<file path="config.mk">
export PLATFORM = sky130hd
export DESIGN_NAME = reaction_game_fsm
export DESIGN_NICKNAME = d
export VERILOG_FILES = /design/src/rtl/reaction_game_fsm.sv
export SDC_FILE = /design/constraint.sdc
export NUM_CORES = 1
export LEC_CHECK = 0
export CAP_MARGIN = 40
export CORE_MARGIN = 2
export CORE_UTILIZATION = 60
export CTS_CLUSTER_SIZE = 8
export DETAILED_ROUTE_END_ITERATION = 6
export HOLD_SLACK_MARGIN = 0.12
export PLACE_DENSITY = 0.86
export REMOVE_ABC_BUFFERS = 1
export SYNTH_ARGS = -nofsm -noshare
export SYNTH_HDL_FRONTEND = slang
export SYNTH_SLANG_ARGS = --single-unit
</file>
<file path="constraint.sdc">
create_clock -name clk -period 5.9 [get_ports clk]
set_input_delay 0.59 -clock clk [delete_from_list [all_inputs] [get_ports clk]]
set_output_delay 0.59 -clock clk [all_outputs]
set_load 0.005 [all_outputs]
</file>
<file path="src/rtl/reaction_game_fsm.sv">
// Multi-round reaction-time game controller: random delay, random LED target,
// per-round latency in ms, session average and a best time kept across sessions.
module reaction_game_fsm #(
    parameter  int MAX_MS     = 2047,
    parameter  int NUM_LEDS   = 18,
    parameter  int NUM_ROUNDS = 4,
    parameter  int TIMEOUT_MS = 1000,
    localparam int MS_W       = $clog2(MAX_MS + 1),
    localparam int RV_W       = $clog2(NUM_LEDS),
    localparam int RND_W      = $clog2(NUM_ROUNDS)
) (
    input  logic                clk,
    input  logic                reset,
    input  logic                button_pressed,
    input  logic                ms_tick,
    input  logic [MS_W-1:0]     delay_ms,
    input  logic [RV_W-1:0]     random_value,
    output logic [NUM_LEDS-1:0] led_on,
    output logic [MS_W-1:0]     result_ms,
    output logic                result_valid,
    output logic [MS_W-1:0]     best_ms,
    output logic [MS_W-1:0]     avg_ms,
    output logic [RND_W-1:0]    round_idx,
    output logic                false_start,
    output logic                timeout,
    output logic                busy
);
    typedef enum logic [2:0] {IDLE, WAIT, ARMED, SHOW, DONE, FAULT} state_t;

    state_t                 r_state;
    logic                   r_btn_q;
    logic [MS_W-1:0]        r_dly;
    logic [MS_W-1:0]        r_rt;
    logic [MS_W+RND_W-1:0]  r_sum;

    logic                   w_press;
    logic [MS_W-1:0]        w_dly_ld;
    logic [MS_W-1:0]        w_rt_inc;
    logic [RV_W-1:0]        w_tgt;
    logic                   w_last_round;

    assign w_press      = button_pressed & ~r_btn_q;
    assign w_dly_ld     = (delay_ms == '0) ? MS_W'(1) : delay_ms;
    assign w_rt_inc     = (r_rt == MS_W'(MAX_MS)) ? r_rt : r_rt + MS_W'(1);
    // Widen by one bit so an out-of-range index is detectable for any NUM_LEDS.
    assign w_tgt        = ({1'b0, random_value} >= (RV_W+1)'(NUM_LEDS)) ? '0 : random_value;
    assign w_last_round = (round_idx == RND_W'(NUM_ROUNDS - 1));

    always_ff @(posedge clk or posedge reset) begin
        if (reset) begin
            r_state      <= IDLE;
            r_btn_q      <= 1'b1;
            r_dly        <= '0;
            r_rt         <= '0;
            r_sum        <= '0;
            led_on       <= '0;
            result_ms    <= '0;
            result_valid <= 1'b0;
            best_ms      <= MS_W'(MAX_MS);
            avg_ms       <= '0;
            round_idx    <= '0;
            false_start  <= 1'b0;
            timeout      <= 1'b0;
            busy         <= 1'b0;
        end else begin
            r_btn_q      <= button_pressed;
            result_valid <= 1'b0;
            case (r_state)
                IDLE: if (w_press) begin
                    r_sum     <= '0;
                    round_idx <= '0;
                    r_dly     <= w_dly_ld;
                    busy      <= 1'b1;
                    r_state   <= WAIT;
                end
                WAIT: begin
                    // A press wins over a same-cycle final tick.
                    if (w_press) begin
                        false_start <= 1'b1;
                        led_on      <= '1;
                        r_state     <= FAULT;
                    end else if (ms_tick) begin
                        if (r_dly == MS_W'(1)) begin
                            led_on  <= NUM_LEDS'(1) << w_tgt;
                            r_rt    <= '0;
                            r_state <= ARMED;
                        end else begin
                            r_dly <= r_dly - MS_W'(1);
                        end
                    end
                end
                ARMED: begin
                    if (w_press) begin
                        result_ms    <= r_rt;
                        result_valid <= 1'b1;
                        best_ms      <= (r_rt < best_ms) ? r_rt : best_ms;
                        r_sum        <= r_sum + {{RND_W{1'b0}}, r_rt};
                        led_on       <= '0;
                        r_state      <= SHOW;
                    end else if (ms_tick) begin
                        r_rt <= w_rt_inc;
                        if (w_rt_inc == MS_W'(TIMEOUT_MS)) begin
                            timeout <= 1'b1;
                            led_on  <= '1;
                            r_state <= FAULT;
                        end
                    end
                end
                SHOW: if (w_press) begin
                    if (w_last_round) begin
                        avg_ms  <= r_sum[MS_W+RND_W-1:RND_W];
                        busy    <= 1'b0;
                        r_state <= DONE;
                    end else begin
                        round_idx <= round_idx + RND_W'(1);
                        r_dly     <= w_dly_ld;
                        r_state   <= WAIT;
                    end
                end
                DONE: if (w_press) r_state <= IDLE;
                FAULT: if (w_press) begin
                    false_start <= 1'b0;
                    timeout     <= 1'b0;
                    led_on      <= '0;
                    busy        <= 1'b0;
                    r_state     <= IDLE;
                end
                default: r_state <= IDLE;
            endcase
        end
    end
endmodule

</file>
==> impl_metrics.ini <==
[run_status]
status = finished, final reports clean

[layout]
multi_input_area_um2 = 2990
drive_gt1_share_pct = 12.2
regArea_um2 = 2420
final_cells = 776
syn_to_final_growth_pct = 17.5
nNetsFinal = 706
design_area_um2 = 6680
antenna_cells = 0
fill_cells = 677

[pwr]
p_comb_share_pct = 29.8
pwr_density_cell_nw_per_um2 = 301
power.internal_uw = 1330
p_sw_share_pct = 33.9
clkPwrFrac_pct = 24.5
seq_power_share_pct = 45.7
p_sw_uw = 680
p_leak_uw = 0.00293
peakVddDrop_v = 0.000275
fin_total_pwr_uw = 2010

[critical_path]
required_ps = 6200
timing.rr.end = best_ms[10]
r2r-start = r_state[1]
cp-start-kind = input port
cp_max_fo = 28
cp.arrival_ps = 3530
r2r_slack_ps = 2840
worstPathCellList = clkdlybuf4s50_1 -> nor2b_1 -> buf_4 -> nand3_2 -> inv_2 -> nand2_1 -> a21oi_2 -> mux2_2
cp-end-kind = register
slowest_stage = a21oi_2
max_stage_delay_ps = 540
ff2ff_path_depth = 6
path_class = input port to register

[synthesis]
synth_enable_flop_cells = 0
netlist.top_cell.by_area = dfrtp_1
synth_common_cells = dfrtp_1 (84), nand2_1 (73), nor2_1 (37)
synth.most_common_cell = dfrtp_1
ys_types = 76
ys.flop_type = dfrtp_1
synthCells = 603
synth-seq-area-share_pct = 42.6
synth.avg_cell_area_um2 = 9.42
synth-seq-cells = 96
synthTopCellsByArea = dfrtp_1 (37%), dfstp_2 (5.6%), ha_1 (5.5%)
netlist.area_leader.share_pct = 37.0
async_flop_share_pct = 100
synthesis.area_um2 = 5680
ys_warn_count = 0

[timing]
worst_pin_slew_ps = 984
fin_skew_ps = 13.2
setup_violations = 0
hold_viol = 0
fmax_mhz = 309
relSlewSlack_pct = 34.4
slew_viol_final = 0
finalSetupTns_ps = 0
period_needed_ps = 3240
finalCritPeriodShare_pct = 54.9
rsz0062_at_grt = false

[clocking]
root_buffer = clkbuf_8
cts_hold_buf = 0
post_cts_resized = 0
postCtsSetupBuffers = 0
cts_made_buffers = 9
insertion_delay_ps = 370
clk_pin_slew_worst_paths_ps = 90
htreeDepth = 3
cts_buffer_depth = 2
cts_sinks = 96
cts_tree = built

[worst_hold_path]
hold_start = result_ms[8]
hold-path-cell-count = 2
hold_path.class = register to register
hold_path_end = result_ms[8]

[global_route]
antenna_found_initial = 0
grt_pass1_vias = 4679
track_usage_pct = 26.1
grt_max_degree = 53
globalRouteOverflowTotal = 0
grt_pass1_wl_um = 21700

[place]
place_inst = 760
hpwl_um = 8900
portBuffers = 76
gp_congestion = 0.896
postPlaceCellArea_um2 = 6450

[detailed_routing]
via_per_inst = 6.23
avgRoutedWirePerCell_um = 16.6
drt.antenna.violating_nets = 0
drt_pass1_iterations = 6
via_count = 4834
routed_wl_um = 12900
drt_iter0_drc = 263
route.detailed.drc = 0

[floorplanning]
die_x_um = 101
rows = 35
io_pins = 77
start_util_pct = 61.8
die_area_um2 = 10300
core_um2 = 9200
fp.dieH_um = 101

[job]
max-cap-violations = 0
-- routing by layer --
layer	global-route usage [%]	part of all wire, %	wire [um]
met2	44.3	50	6490
met3	3.38	4.1	525
met1	34.2	44	5630
met4	10.1	1.8	235
met5	0	0	0
-- final cells by class --
cell class / count / share of cell area (%)
Sequential cell: 96 / 36.2
Inverter: 27 / 1.54
Clock buffer: 10 / 2.06
Clock inverter: 6 / 1.37
Multi-Input combinational cell: 445 / 44.7
Tap cell: 111 / 2.08
Timing Repair Buffer: 81 / 12.0
-- power by group through the flow --
| stage | Clock, uW | Combinational, uW | Sequential [uW] |
|---|---|---|---|
| final | 492 | 599 | 917 |
| after global routing | 523 | 664 | 933 |
| after CTS | 498 | 602 | 914 |
| after detailed placement | 0 | 598 | 922 |
| after global placement | 0 | 564 | 916 |
| after floorplan | 0 | 341 | 897 |
-- sequential cells by signal, summed over array words and instances, names as in the netlist, 2 cells and up --
name / count
best_ms: 11
r_rt: 11
result_ms: 11
r_state: 3
led_on: 18
avg_ms: 11
r_dly: 11
round_idx: 2
r_sum: 13
-- worst max-delay path, delay by kind of cell --
kind | cells | cell delay, ps
buffers and inverters | 3 | 1210
and+or+nand+nor | 3 | 750
AOI/OAI and AO/OA | 1 | 540
muxes | 1 | 420
-- per-stage QoR --
step | setup slack, ps | util (%) | hold slack [ps]
after floorplan | 2710 | - | 469
after global placement | 2430 | 69.9 | 463
after detailed placement | 2340 | 70.1 | 472
after CTS | 2710 | 72.6 | 492
after global routing | 2470 | 72.6 | 509
final | 2660 | 72.6 | 489
-- how the worst max path moves through the flow --
stage                               from          end  slack, ps  cells after the start
after floorplan           button_pressed   best_ms[0]       2710                      6
after global placement    button_pressed   best_ms[0]       2430                      8
after detailed placement  button_pressed  best_ms[10]       2340                      8
after CTS                 button_pressed  best_ms[10]       2710                      8
after global routing      button_pressed  best_ms[10]       2470                      8
final                     button_pressed  best_ms[10]       2660                      8
-- logic make-up (layout without fill, tap and decap cells) --
group | after synthesis | count (layout) | synth area share (%)
DFF | 96 | 96 | 42.6
adders and majority gates | 26 | 26 | 5.86
buffers and inverters | 62 | 124 | 4.87
xor gates and xnor gates | 8 | 8 | 1.23
AOI/OAI and AO/OA | 155 | 155 | 18.6
muxes | 28 | 28 | 5.37
and+or+nand+nor | 228 | 228 | 21.5
-- placed cells by master (no fill, tap or decap), drive strengths merged, types with 3 or more instances in the layout --
| master | instances |
|---|---|
| nor4b | 3 |
| a21oi | 36 |
| nand2 | 74 |
| nor4 | 8 |
| nor3 | 19 |
| mux2i | 8 |
| a41oi | 4 |
| dfrtp | 84 |
| buf | 5 |
| xor2 | 5 |
| clkdlybuf4s50 | 76 |
| a211o | 4 |
| o21bai | 3 |
| inv | 27 |
| ha | 25 |
| clkinv | 4 |
| nor3b | 4 |
| xnor2 | 3 |
| and3 | 4 |
| nand2b | 5 |
| a31oi | 21 |
| nand3 | 33 |
| o22a | 5 |
| a21o | 6 |
| dfstp | 12 |
| a2111oi | 3 |
| a211oi | 5 |
| o31ai | 3 |
| o2111ai | 3 |
| nor2 | 37 |
| mux2 | 20 |
| or3 | 19 |
| nor2b | 6 |
| nand4 | 4 |
| o21ai | 37 |
| o211ai | 5 |
| clkbuf | 10 |
Note: power is estimated with default switching activity, not from simulation.
